==> src/rtl/mul_sequencer.sv <==
// mul_sequencer: iterative shift-and-add unsigned multiplier that borrows an
// external combinational ALU for every add and shift. One request at a time;
// the product is held on the response port until the consumer takes it.
module mul_sequencer #(
    parameter int N = 32
) (
    input  logic         clk,
    input  logic         rst,
    input  logic         req_valid,
    output logic         req_ready,
    input  logic [N-1:0] req_a,
    input  logic [N-1:0] req_b,
    output logic         resp_valid,
    input  logic         resp_ready,
    output logic [N-1:0] resp_product,
    output logic         resp_overflow,
    output logic [N-1:0] alu_a,
    output logic [N-1:0] alu_b,
    output logic [3:0]   alu_control,
    input  logic [N-1:0] alu_result
);

    // Op codes understood by the shared team ALU.
    typedef enum logic [3:0] {
        ALU_NOP = 4'b0000,
        ALU_SLL = 4'b0101,
        ALU_SRL = 4'b0110,
        ALU_ADD = 4'b1000
    } alu_control_t;

    typedef enum logic [2:0] {
        IDLE,
        CHECK,
        ADD,
        SHL,
        SHR,
        DONE
    } state_t;

    localparam logic [N-1:0] W_ONE = {{(N-1){1'b0}}, 1'b1};

    state_t       r_state;
    state_t       w_next_state;
    logic [N-1:0] r_prod;
    logic [N-1:0] r_mcand;
    logic [N-1:0] r_mplr;
    logic         r_ovf;
    alu_control_t w_alu_op;

    assign alu_control = w_alu_op;

    // State register; reset abandons any operation in flight.
    // NOTE: sequential state uses <= so every flop samples pre-edge values.
    always_ff @(posedge clk or posedge rst) begin
        if (rst) begin
            r_state <= IDLE;
        end else begin
            r_state <= w_next_state;
        end
    end

    // Next-state decode plus all Moore outputs, including the ALU drive.
    // NOTE: every output gets a default first so no path infers a latch.
    always_comb begin
        w_next_state  = r_state;
        req_ready     = 1'b0;
        resp_valid    = 1'b0;
        resp_product  = '0;
        resp_overflow = 1'b0;
        alu_a         = '0;
        alu_b         = '0;
        w_alu_op      = ALU_NOP;
        case (r_state)
            IDLE: begin
                req_ready = 1'b1;
                if (req_valid) w_next_state = CHECK;
            end
            CHECK: begin
                if (r_mplr == '0)   w_next_state = DONE;
                else if (r_mplr[0]) w_next_state = ADD;
                else                w_next_state = SHL;
            end
            ADD: begin
                alu_a        = r_prod;
                alu_b        = r_mcand;
                w_alu_op     = ALU_ADD;
                w_next_state = SHL;
            end
            SHL: begin
                alu_a        = r_mcand;
                alu_b        = W_ONE;
                w_alu_op     = ALU_SLL;
                w_next_state = SHR;
            end
            SHR: begin
                alu_a        = r_mplr;
                alu_b        = W_ONE;
                w_alu_op     = ALU_SRL;
                w_next_state = CHECK;
            end
            DONE: begin
                resp_valid    = 1'b1;
                resp_product  = r_prod;
                resp_overflow = r_ovf;
                if (resp_ready) w_next_state = IDLE;
            end
            default: w_next_state = IDLE;
        endcase
    end

    // Datapath: load operands on acceptance, then fold ALU results back in.
    // Overflow is sticky: set by an add that wraps, or by losing the
    // multiplicand MSB while multiplier bits that still need it remain.
    always_ff @(posedge clk or posedge rst) begin
        if (rst) begin
            r_prod  <= '0;
            r_mcand <= '0;
            r_mplr  <= '0;
            r_ovf   <= 1'b0;
        end else begin
            case (r_state)
                IDLE: begin
                    if (req_valid) begin
                        r_prod  <= '0;
                        r_mcand <= req_a;
                        r_mplr  <= req_b;
                        r_ovf   <= 1'b0;
                    end
                end
                ADD: begin
                    r_prod <= alu_result;
                    if (alu_result < r_prod) r_ovf <= 1'b1;
                end
                SHL: begin
                    r_mcand <= alu_result;
                    if (r_mcand[N-1] && (r_mplr[N-1:1] != '0)) r_ovf <= 1'b1;
                end
                SHR: begin
                    r_mplr <= alu_result;
                end
                default: begin
                end
            endcase
        end
    end

endmodule

==> config.mk <==
export PLATFORM = sky130hd
export DESIGN_NAME = mul_sequencer
export DESIGN_NICKNAME = d
export VERILOG_FILES = /design/src/rtl/mul_sequencer.sv
export SDC_FILE = /design/constraint.sdc
export NUM_CORES = 1
export LEC_CHECK = 0
export CELL_PAD_IN_SITES_DETAIL_PLACEMENT = 2
export CELL_PAD_IN_SITES_GLOBAL_PLACEMENT = 2
export CORE_MARGIN = 10
export CORE_UTILIZATION = 23
export DETAILED_ROUTE_END_ITERATION = 8
export PLACE_DENSITY = 0.74
export SLEW_MARGIN = 20
export SYNTH_ARGS = -nofsm -noshare
export SYNTH_HDL_FRONTEND = slang
export SYNTH_SLANG_ARGS = --single-unit
==> constraint.sdc <==
create_clock -name clk -period 3.4 [get_ports clk]
set_input_delay 0.68 -clock clk [delete_from_list [all_inputs] [get_ports clk]]
set_output_delay 0.68 -clock clk [all_outputs]
set_load 0.05 [all_outputs]
==> key figures <==
Placed design
  – DP Cell Count: around 1300
  – PortBufs: around 200
  – Gp weighted congestion: 0.740
  – DP HPWL: between 20000 and 25000 µm

Floorplan
  – Num ports: about 200
  – Die Height: ~180 µm
  – DIE AREA: about 33000 µm²
  – Initial Util: 23.4%
  – FP Rows: between 50 and 60
  – DIE WIDTH: 183 µm
  – Core area: 26100 µm²

Final layout
  – FF+latch area: approximately 2500 µm²
  – Fin cells: around 1300
  – Layout area overhead: 59.6%
  – Fill cell count: between 2000 and 3000
  – Multi-input logic area: around 3200 µm²
  – Net count, final: 1098
  – Share of post-route cells with drive strength above 1: about 15%

Detailed routing
  – Post-DR wirelength/cell: about 23 µm
  – Via density per instance: 4.99
  – Vias: ~6500
  – Top layer reached by signal wires: met4
  – Post-Route WL: between 20000 and 30000 µm
  – Residual DRC: 0
  – Met3 wire length: ~1300 µm
  – Met2 routed WL: ~15000 µm
  – Metal-1 WL: about 13000 µm
  – DRT Pass-1 Iters: 6
  – Post-route antenna net violation count: 0
  – Drt first-iter violations: 302

Critical path
  – Critical Path Source: r_state[2]
  – Crit path launch type: register
  – Crit Path Class: register to output pin
  – Reg-to-Reg Start: r_state[2]
  – CP max FO: 12
  – Critical Path Sink Type: output pin
  – WP data required: between 2 and 3 ns
  – Worst path arrival time: roughly 2.4 ns

Power and ir drop
  – Pwr dens: roughly 980 nW/µm²
  – Pleak: ~4.1 nW
  – Max VDD drop: roughly 510 µV

Worst hold path
  – Hold crit path type: register to register
  – Min-delay src: r_mcand[21]

Yosys
  – Register area share after synthesis: between 40% and 50%
  – Syn avg cell area: slightly below 8 µm²
  – Seq cells post-synth: 100
  – Gate Count Post-Synth: roughly 790
  – Ys async rst share: 100%
  – Post-synth EDFFs: 0
  – Yosys warning count: 0
  – Netlist cell types: 38
  – Synth top area share: ~41%
  – Mapped Area: a little over 6000 µm²
  – Synth top area cells: dfrtp_1, nand2_1, a31oi_1
  – Synth cell count leaders: nand2_1, dfrtp_1, nor2_1, a31oi_1, o21ai_0
  – Synth Net Count: a little over 900
  – Leading area contributor after synthesis: dfrtp_1
  – Top-count cell post-synth: nand2_1
  – Predominant post-synthesis flop cell: dfrtp_1

STA
  – TNS Setup: 0 ns
  – Worst rel slew slack: 47.5%
  – Endpoints failing hold: 0
  – Layout Skew: just under 0.008 ns
  – Setup-failing EPs final: 0
  – Upper clock frequency limit: ~0.32 GHz
  – Fin crit share: 91.2%
  – Max-slew violations: 0
  – Worst-Margin Slew: just under 0.8 ns
  – Final min period: 3.10 ns
  – RSZ-0062 raised after global routing: false

Job
  – Max Cap Viol: 0

Clocking
  – Clock Path Buffers: 2
  – Postcts setup bufs: 0
  – Clock latency on the worst-skew pair: about 0.35 ns
  – Reg clk slew, reported paths: around 0.070 ns
  – Number of H-tree levels: 3
  – Clock sinks: 100
  – Clk root buf: clkbuf_16
  – CTS Buf Count: 9
  – Hold-fix buffers, CTS: 0
  – TritonCTS clock tree: yes
  – Post-cts resize count: 0

Global routing
  – First-pass GRT wire length: about 46000 µm
  – Grt ovf: 0
  – GRT Util Overall: about 18%
  – Vias in the first global route: between 7000 and 8000
  – Largest net degree at the start of global routing: 70
  – Initial antenna violation count: 1

Outcome
  – Status: complete, no violations
-- through the flow --
stage | worst slack (ns) | hold WS (ns) | util, % | cell area, µm² | total power, W
after global routing | 0.170 | 0.595 | 37.3 | 9760 | 0.0102
after detailed placement | 0.585 | 0.557 | 36.2 | 9450 | 0.00854
after global placement | 0.680 | 0.546 | 36.2 | 9450 | 0.00833
after floorplan | 0.101 | 0.527 | - | 6110 | 0.00554
after CTS | 0.243 | 0.571 | 37.3 | 9750 | 0.00972
final | 0.299 | 0.564 | 37.3 | 9760 | 0.00957
-- logic make-up after synthesis --
group / Yosys count / share of synthesized area (%)
AO/OA/AOI/OAI: 196 / 20.6
buffers and inverters: 98 / 6.84
adder cells (fa/ha/maj): 31 / 6.35
flip-flops: 100 / 41.0
multiplexers: 1 / 0.184
AND/OR/NAND/NOR: 365 / 25.1
-- layer usage --
layer / vias up / track usage [%]
met2: 131 / 31.6
met5: - / 0
met4: 0 / 3.57
li1: 3047 / -
met3: 13 / 3.52
met1: 3331 / 21.0
-- report_power, final --
part | switching, W | total [W] | internal [W]
Sequential | 0.000527 | 0.00231 | 0.00178
Combinational | 0.00367 | 0.00613 | 0.00246
Clock | 0.000491 | 0.00113 | 0.000641
-- final cells by class --
class,instances,area share [%]
antenna,1,0.0257
clock buffer,10,2.35
clock inverter,4,0.782
inverter,38,1.49
multi-input combinational,593,33.0
sequential,100,25.7
tap,335,4.30
timing repair buffer,225,32.4
-- critical path, cell delays in order (launching register included) --
cell	delay, ns
dfrtp_1	0.53
nor2b_4	0.44
and3_1	0.23
clkdlybuf4s50_1	0.87
-- sequential cells by signal, indices dropped and copies added (netlist names) --
| register | flops |
|---|---|
| r_mcand | 32 |
| r_mplr | 32 |
| r_ovf | 1 |
| r_state | 3 |
| r_prod | 32 |
-- worst paths after layout --
check / endpoint / slack, ns / cells after the start
setup / recovery: resp_product[0] / 0.30 / 3
hold / removal: r_mcand[21] / 0.56 / 2
setup reg to reg: r_mplr[26] / 1.12 / 6
hold reg to reg: r_mcand[21] / 0.56 / 2
max in group asynchronous: r_prod[5] / 1.87 / 3
min in group asynchronous: r_mcand[20] / 0.70 / 2
-- placed cells by master, fill, tap and decap left out, drive strengths merged, types with 2 or more instances in the layout --
| master | instances |
|---|---|
| nor3 | 3 |
| o31ai | 32 |
| a21oi | 15 |
| buf | 123 |
| dfrtp | 100 |
| o21ai | 41 |
| nand2b | 5 |
| o211ai | 2 |
| clkbuf | 10 |
| clkdlybuf4s50 | 102 |
| o21a | 2 |
| bufinv | 2 |
| inv | 38 |
| ha | 31 |
| nand4 | 6 |
| nand2 | 207 |
| a31oi | 64 |
| nor4 | 8 |
| a22oi | 33 |
| nor2 | 97 |
| and2 | 33 |
| and3 | 2 |
Power figures use the tool's default switching activity.
